===== src/rtl/ula_pkg.sv =====
// Shared types and constants for the keypad-driven add/subtract sequencer
// and its 8-bit signed ALU.
package ula_pkg;
   localparam int W = 8;

   typedef enum logic [2:0] {S_A, S_OP, S_B, S_EXEC, S_SHOW} state_t;

   localparam logic [1:0] KEY_OPND = 2'b00;
   localparam logic [1:0] KEY_OPER = 2'b01;
   localparam logic [1:0] KEY_EQ   = 2'b10;
   localparam logic [1:0] KEY_CLR  = 2'b11;

   localparam logic OP_ADD = 1'b0;
   localparam logic OP_SUB = 1'b1;
endpackage


===== src/rtl/ula.sv =====
// Combinational 8-bit signed add/subtract unit: result = data_y +/- data_x,
// with true signed overflow.
module ula
   import ula_pkg::*;
(
   input  logic signed [W-1:0] data_y,
   input  logic signed [W-1:0] data_x,
   input  logic                tula,
   output logic signed [W-1:0] result,
   output logic                ovf
);
   logic [W:0] ext;

   always_comb begin
      ext = '0;
      if (tula == OP_SUB) ext = {data_y[W-1], data_y} - {data_x[W-1], data_x};
      else                ext = {data_y[W-1], data_y} + {data_x[W-1], data_x};
      result = ext[W-1:0];
      // Sign-extended sum disagrees with its truncation exactly on overflow.
      ovf    = ext[W] ^ ext[W-1];
   end
endmodule


===== src/rtl/ula_ctrl.sv =====
// Pocket-calculator sequencer: collects A, operator and B from decoded keys,
// fires the ula on equals and registers result, overflow and status pulses.
module ula_ctrl
   import ula_pkg::*;
(
   input  logic                clk,
   input  logic                rst,
   input  logic                key_valid,
   input  logic [1:0]          key_kind,
   input  logic [W-1:0]        key_data,
   output logic signed [W-1:0] disp,
   output logic                ovf,
   output logic                res_valid,
   output logic                err
);
   state_t             state_q, state_d;
   logic signed [W-1:0] a_q, a_d, b_q, b_d, res_q, res_d, disp_q, disp_d;
   logic               op_q, op_d, ovf_q, ovf_d, res_valid_q, res_valid_d, err_q, err_d;
   logic signed [W-1:0] ula_res;
   logic               ula_ovf;

   ula u_ula (
      .data_y (a_q),
      .data_x (b_q),
      .tula   (op_q),
      .result (ula_res),
      .ovf    (ula_ovf)
   );

   always_comb begin
      state_d     = state_q;
      a_d         = a_q;
      b_d         = b_q;
      op_d        = op_q;
      res_d       = res_q;
      disp_d      = disp_q;
      ovf_d       = ovf_q;
      res_valid_d = 1'b0;
      err_d       = 1'b0;
      if (key_valid) begin
         if (key_kind == KEY_CLR) begin
            state_d = S_A;
            a_d     = '0;
            b_d     = '0;
            op_d    = OP_ADD;
            res_d   = '0;
            disp_d  = '0;
            ovf_d   = 1'b0;
         end else if (key_kind == KEY_OPND && state_q != S_SHOW) begin
            disp_d = key_data;
            ovf_d  = 1'b0;
            case (state_q)
               S_A, S_OP: begin a_d = key_data; state_d = S_OP; end
               default:   begin b_d = key_data; state_d = S_EXEC; end
            endcase
         end else begin
            case (state_q)
               S_OP, S_B: begin
                  if (key_kind == KEY_OPER) begin
                     op_d    = key_data[0];
                     state_d = S_B;
                  end else err_d = 1'b1;
               end
               S_EXEC: begin
                  if (key_kind == KEY_EQ) begin
                     // A also takes the result so a repeated equals computes res op B.
                     a_d         = ula_res;
                     res_d       = ula_res;
                     disp_d      = ula_res;
                     ovf_d       = ula_ovf;
                     res_valid_d = 1'b1;
                     state_d     = S_SHOW;
                  end else err_d = 1'b1;
               end
               S_SHOW: begin
                  if (key_kind == KEY_OPND) begin
                     a_d     = key_data;
                     disp_d  = key_data;
                     ovf_d   = 1'b0;
                     state_d = S_OP;
                  end else if (key_kind == KEY_OPER) begin
                     a_d     = res_q;
                     op_d    = key_data[0];
                     state_d = S_B;
                  end else begin
                     a_d         = ula_res;
                     res_d       = ula_res;
                     disp_d      = ula_res;
                     ovf_d       = ula_ovf;
                     res_valid_d = 1'b1;
                  end
               end
               default: err_d = 1'b1;
            endcase
         end
      end
   end

   always_ff @(posedge clk) begin
      if (rst) begin
         state_q     <= S_A;
         a_q         <= '0;
         b_q         <= '0;
         op_q        <= OP_ADD;
         res_q       <= '0;
         disp_q      <= '0;
         ovf_q       <= 1'b0;
         res_valid_q <= 1'b0;
         err_q       <= 1'b0;
      end else begin
         state_q     <= state_d;
         a_q         <= a_d;
         b_q         <= b_d;
         op_q        <= op_d;
         res_q       <= res_d;
         disp_q      <= disp_d;
         ovf_q       <= ovf_d;
         res_valid_q <= res_valid_d;
         err_q       <= err_d;
      end
   end

   assign disp      = disp_q;
   assign ovf       = ovf_q;
   assign res_valid = res_valid_q;
   assign err       = err_q;
endmodule


===== config.mk =====
export PLATFORM = sky130hd
export DESIGN_NAME = ula_ctrl
export DESIGN_NICKNAME = d
export VERILOG_FILES = /design/src/rtl/ula_pkg.sv /design/src/rtl/ula.sv /design/src/rtl/ula_ctrl.sv
export SDC_FILE = /design/constraint.sdc
export NUM_CORES = 1
export LEC_CHECK = 0
export BUFFER_PORTS_ARGS = -buffer_cell sky130_fd_sc_hd__buf_2
export CORE_MARGIN = 2
export CORE_UTILIZATION = 64
export DETAILED_ROUTE_END_ITERATION = 8
export PLACE_DENSITY_LB_ADDON = 0.1
export SLEW_MARGIN = 25
export SYNTH_ARGS = -nofsm -noshare
export SYNTH_HDL_FRONTEND = slang
export SYNTH_SLANG_ARGS = --single-unit

===== constraint.sdc =====
create_clock -name clk -period 6.5 [get_ports clk]
set_input_delay 0.325 -clock clk [delete_from_list [all_inputs] [get_ports clk]]
set_output_delay 0.325 -clock clk [all_outputs]
set_load 0.01 [all_outputs]

==> results of run 1 <==
## state kept, by name, indices dropped and copies added, names as in the netlist
signal	count
a_q	8
b_q	8
disp	8
err	1
op_q	1
ovf	1
res_q	8
res_valid	1
state_q	3
## cells in the final DEF (no fill, tap or decap), types with 5 or more instances in the layout
cell,instances
nor2_1,42
dfxtp_1,39
a21oi_1,34
nand2_1,32
buf_2,23
o21ai_0,17
nor3_1,13
inv_1,12
nor2b_1,9
nand3_1,9
ha_1,9
a22oi_1,8
xnor2_1,7
a211oi_1,6
clkbuf_8,6
o211ai_1,5
and2_1,5
## worst max-delay path: stages (launching register included)
cell and delay (ps):
dfxtp_1 390, inv_1 60, ha_1 300, mux2_2 290, inv_1 60, ha_1 210, nor2b_1 140, o31a_1 290
o2111a_1 290, or3_4 410, xnor3_1 360, a32o_1 220
## layer usage
layer / part of all wire / GRT usage
met1: 0.43 / 0.421
met2: 0.46 / 0.520
met3: 0.080 / 0.0473
met4: 0.036 / 0.125
met5: 0 / 0
## cell type report
class / instances / share of cell area
flip-flops and latches: 39 / 0.286
clock buffers: 6 / 0.0303
repair buffers: 23 / 0.0422
inverters: 13 / 0.0179
clock inverters: 2 / 0.0128
well taps: 48 / 0.0220
multi-input cells: 259 / 0.589
## stage by stage
stage                     hold WS, ps  instance area (sq um)  setup WS, ps  utilization
after floorplan                   426                   2510          3600            -
after global placement            443                   2610          3510        0.703
after detailed placement          453                   2610          3430        0.703
after CTS                         312                   2730          3390        0.734
after global routing              327                   2730          3270        0.734
final                             311                   2730          3370        0.734
## how the worst min path moves through the flow
| stage | end | slack, ps | depth (start not counted) |
|---|---|---|---|
| 6_report | b_q[4] | 310 | 3 |
| 3_5_place_dp | a_q[3] | 450 | 2 |
| 3_3_place_gp | disp[4] | 440 | 2 |
| 5_1_grt | b_q[3] | 330 | 3 |
| 4_1_cts | b_q[4] | 310 | 3 |
| 2_1_floorplan | a_q[5] | 430 | 2 |
## cell families after synthesis
family | share of synthesized area
xor+xnor | 0.0503
simple gates | 0.238
fa+ha+maj | 0.0527
flops | 0.310
mux | 0.0249
buf+inv | 0.0507
compound gates | 0.273
## power by group
part	internal, mW	leakage [nW]	switching (mW)
Combinational	0.0818	0.724	0.108
Sequential	0.248	0.317	0.00752
Clock	0.124	0.0612	0.0918
==> key figures, run 1 <==
Status
  • Status: finished, final reports clean

Routing
  • Avg WL per Cell: 17.0 microns
  • DR vias/cell: 6.44
  • Final WL: 6630 microns
  • Drt pass-1 iters: 5
  • Initial DRC count: 301
  • DR DRC count: 0
  • Number of routed nets with antenna violations: 0
  • Total number of vias: 2512

STA
  • Worst relative slew slack: 0.366
  • Worst-Margin Slew: 947 ps
  • RSZ-0062 raised after global routing: no
  • Pins over their slew limit: 0
  • Max Clock Freq: 0.320 GHz
  • Final setup TNS: 0 ps
  • Final number of hold-violating endpoints: 0
  • Layout Skew: 7.18 ps
  • Final setup violation count: 0
  • Fin crit share: 0.481
  • Min Tclk post-route: 3130 ps

Finish
  • Fill count: 330
  • Synth-to-Final Area Change: 8.51%
  • Multi-input gate area: 1610 sq um
  • Nets@finish: 364
  • Final Non-Filler Cells: 390
  • Fraction of layout cells with a size suffix above 1: 0.123
  • ANT cells: 0
  • Seq. cell area: 781 sq um

Worst hold path
  • Worst hold path class: in -> reg
  • Hold Crit Start: key_data[4]

Yosys
  • Synth Cell Area: 2510 sq um
  • Yosys top cell by area: dfxtp_1
  • Register area share after synthesis: 0.310
  • Cell count after synthesis: 329
  • Synth Register Bits: 39
  • Top post-synthesis cells by area: dfxtp_1, a21oi_1, nor2_1, nand2_1, ha_1
  • Top-count cell post-synth: nor2_1
  • Ys async rst share: 0
  • Post-synth EDFFs: 0
  • Yosys synthesis warning count: 0
  • Commonest cells post-synth: nor2_1, dfxtp_1, a21oi_1
  • Syn Nets: 352
  • Synth top area share: 0.310
  • Post-synth cell types: 57
  • Post-synth top flop: dfxtp_1
  • Syn Area/Cell: 7.64 sq um

Global route
  • Initial antenna violation count: 0
  • Largest net degree at the start of global routing: 35
  • Total Routing Usage GR: 0.319
  • First-pass GRT wire length: 10600 microns
  • Vias in the first global route: 2255
  • Final global-route overflow total: 0

Clock network
  • # clock sinks: 39
  • Root Driver: clkbuf_8
  • # resized after CTS: 0
  • Max Buffers Root-to-Sink: 2
  • Clk_lat worst skew: 290 ps
  • Clock-pin slew on the worst setup and hold paths: 80 ps
  • Postcts setup bufs: 0
  • Total CTS buffers: 5
  • Post-CTS Hold Fix Bufs: 0
  • H-tree levels: 2
  • CTS tree: yes

Critical path
  • CP Launch Point: b_q[0]
  • Internal reg-to-reg setup slack: 3370 ps
  • Reg2reg path depth: 11
  • CP max FO: 4
  • Critical Path Start Type: flip-flop
  • Reg-to-reg startpoint: b_q[0]
  • WS Path Type: reg -> reg
  • CP arrival: 3320 ps
  • Critical path endpoint category: flip-flop
  • R2r endpoint: ovf
  • Critical Path RT: 6690 ps
  • CP endpoint: ovf

Power and ir drop
  • VDD IR max: 0.122 mV
  • Power Total: 0.661 mW
  • Pwr per Cell Area: 242 nW/um^2
  • Leak pwr: 1.10 nW

Die
  • Cell Rows: 22
  • Die Footprint: 4450 sq um
  • Die X: 66.7 microns
  • Die H: 66.7 microns
  • Core area: 3720 sq um
  • I/O pin count: 24
  • Initial Utilization: 0.677

Placed design
  • Post-DP HPWL: 4630 microns
  • IO Port Bufs: 23
  • Placed insts: 382
  • Final RePlAce weighted congestion: 0.878

Job
  • Max Cap Viol: 0
Power figures use the tool's default switching activity.
==> inputs of run 2 (changes only) <==
CORE_UTILIZATION = 59   (was 64)
clock period = 3.05 ns   (was 6.5 ns; I/O delays follow)
==> run 2 against run 1 <==
Compared with the run above:
- first-iteration DRC count rose by 16%
- sequential share of layout area down 0.91 points
- non-clock buffer count increased by 10
- critical endpoint is now disp[5]
- highest routed layer unchanged
- fmax is 8.9% higher
- register-to-register slack worse by 3200 ps
- via count is 2.1% higher
- die area grew 8.0%
- combinational power rose by 130%
- clock skew down 1.0 ps
- largest power group unchanged
- design area increased by 3.6%
- hold slack lost 170 ps
==> key figures, run 2 (same netlist as run 1, synthesis figures left out) <==
Die
  • Core area: 4060 sq um (+9.2%)
  • Cell Rows: 23 (+4.5%)
  • Die X: 69.3 microns (+3.9%)
  • Die Footprint: 4800 sq um (+8.0%)
  • Initial Utilization: 0.620 (-0.0570)
  • Die H: 69.3 microns (+3.9%)
  • I/O pin count: 24 (unchanged)

Global route
  • First-pass GRT wire length: 10800 microns (+1.8%)
  • Grt met3 use: 0.0523 (+0.00503)
  • Initial antenna violation count: 0 (unchanged)
  • Vias in the first global route: 2231 (-1.1%)
  • Met1 usage: 0.380 (-0.0410)
  • GR met2 Demand/Resource: 0.426 (-0.0937)
  • Largest net degree at the start of global routing: 35 (unchanged)
  • Final global-route overflow total: 0 (unchanged)
  • Layer carrying the most global-route usage: met2
  • Total Routing Usage GR: 0.277 (-0.0413)

STA
  • Pins over their slew limit: 0 (unchanged)
  • Final setup TNS: 0 ps (unchanged)
  • Final setup violation count: 0 (unchanged)
  • Fin crit share: 0.942 (+0.461)
  • Min Tclk post-route: 2870 ps (-256 ps)
  • Worst setup margin: 177 ps (-3190 ps)
  • Final number of hold-violating endpoints: 0 (unchanged)
  • Worst-Margin Slew: 684 ps (-263 ps)
  • RSZ-0062 raised after global routing: no
  • Layout Skew: 6.15 ps (-1.04 ps)
  • Max Clock Freq: 0.348 GHz (+8.9%)
  • Worst relative slew slack: 0.544 (+0.178)

Routing
  • Avg WL per Cell: 16.9 microns (-0.42%)
  • DR DRC count: 0 (unchanged)
  • Final WL: 6810 microns (+2.6%)
  • DR vias/cell: 6.38 (-0.98%)
  • Initial DRC count: 349 (+16%)
  • Number of routed nets with antenna violations: 0 (unchanged)
  • Drt pass-1 iters: 5 (unchanged)
  • Total number of vias: 2564 (+2.1%)

Finish
  • Layout Utilization: 0.697 (-0.0375)
  • Commonest non-fill, non-tap cell in the layout: nor2_1
  • Seq. cell area: 783 sq um (+0.32%)
  • Most frequent cells in the layout: nor2_1, dfxtp_1, a21oi_1, nand2_1, buf_2
  • Fill count: 345 (+4.5%)
  • Nets@finish: 374 (+2.7%)
  • Cell area after layout: 2830 sq um (+3.6%)
  • ANT cells: 0 (unchanged)
  • Synth-to-Final Area Change: 12.4%
  • Fraction of layout cells with a size suffix above 1: 0.165 (+0.0420)
  • Multi-input gate area: 1640 sq um (+2.0%)

Worst hold path
  • Hold Crit Start: key_data[5]
  • Hold Path End: b_q[5]
  • Worst hold path class: in -> reg
  • Hold Path Depth: 3 (unchanged)

Clock network
  • Clock-pin slew on the worst setup and hold paths: 80 ps (about the same)
  • Max Buffers Root-to-Sink: 2 (unchanged)
  • H-tree levels: 2 (unchanged)
  • Total CTS buffers: 5 (unchanged)
  • CTS tree: yes
  • Clk_lat worst skew: 300 ps (about the same)
  • # clock sinks: 39 (unchanged)
  • Root Driver: clkbuf_8

Critical path
  • Reg2reg path depth: 12 (+1)
  • Buf/Inv on CP: 2 (unchanged)
  • Reg-to-reg startpoint: b_q[0]
  • Slowest CP cell: nor3_1
  • Internal reg-to-reg setup slack: 180 ps (-3190 ps)
  • WS Path Type: reg -> reg
  • R2r endpoint: disp[5]
  • Critical path endpoint category: flip-flop
  • Crit-path cells: buf_4 > nor3_1 > nor2_1 > xnor2_1 > ha_1 > o211a_1 > o31a_1 > buf_4 > or3_1 > a31o_2 > nor2b_1 > o221a_2
  • Crit path top cell by count: buf_4
  • Critical Path Start Type: flip-flop
  • Cell family with most CP delay: simple AND/OR/NAND/NOR gates
  • CP arrival: 3060 ps (-260 ps)
  • CP max FO: 5 (+1)
  • Critical Path RT: 3240 ps (-3450 ps)
  • Crit path largest cell delay: 350 ps (-60 ps)

Job
  • Max Cap Viol: 0 (unchanged)

Placed design
  • Final RePlAce weighted congestion: 0.895 (+1.9%)
  • Placed Area: 2650 sq um (+1.5%)
  • Place WS: 38.3 ps (-3390 ps)
  • IO Port Bufs: 23 (unchanged)
  • Post-DP HPWL: 4590 microns (-0.85%)

Power and ir drop
  • Pwr per Cell Area: 488 nW/um^2 (+100%)
  • Leak pwr: 1.15 nW (+4.3%)
  • VDD IR max: 0.302 mV (+150%)
  • Power Total: 1.38 mW (+110%)

Status
  • Status: finished, final reports clean
-- run 2: repair_timing --
action	4_1_cts	5_1_grt
hold endpoints to repair	0	0
endpoints found under the setup margin	0	1
hold buffers	0	0
resized for setup	0	10
buffers inserted	0	5
-- run 2: how the worst max path moves through the flow --
stage | startpoint | end | slack, ps | cells past startpoint
finish | b_q[0] | disp[5] | 180 | 12
detailed placement | b_q[1] | ovf | 40 | 11
global placement | b_q[1] | ovf | 90 | 11
global route | b_q[1] | ovf | 10 | 13
CTS | b_q[1] | ovf | 10 | 11
floorplan | b_q[0] | ovf | 150 | 11
-- run 2: cell type report --
class | instances | area share
Sequential cell | 39 | 0.277
Timing Repair Buffer | 33 | 0.0686
Tap cell | 50 | 0.0221
Inverter | 13 | 0.0173
Clock buffer | 8 | 0.0354
Multi-Input combinational cell | 259 | 0.580
-- run 2: power breakdown --
part           total (mW)  leakage [nW]  internal (mW)  switching (mW)
combinational       0.441         0.781          0.197           0.244
sequential          0.543         0.318          0.529          0.0148
clock               0.396        0.0515          0.207           0.189
-- run 2: worst register-to-register path, stage by stage (launching register included) --
cell and delay [ps]:
dfxtp_2 320, buf_4 130, nor3_1 350, nor2_1 90
xnor2_1 140, ha_1 330, o211a_1 120, o31a_1 140
buf_4 150, or3_1 350, a31o_2 260, nor2b_1 120
o221a_2 260
-- run 2: through the flow --
| step | std cells | hold slack [ps] |
|---|---|---|
| 6_report | 402 | 143 |
| 4_1_cts | 397 | 138 |
| 2_1_floorplan | 329 | 304 |
| 3_5_place_dp | 389 | 446 |
| 3_3_place_gp | 389 | 442 |
| 5_1_grt | 402 | 148 |
-- run 2: routing by layer --
layer	part of all wire	vias up
li1	-	1219
met1	0.44	1177
met2	0.44	145
met3	0.086	23
met4	0.035	0
met5	0	-
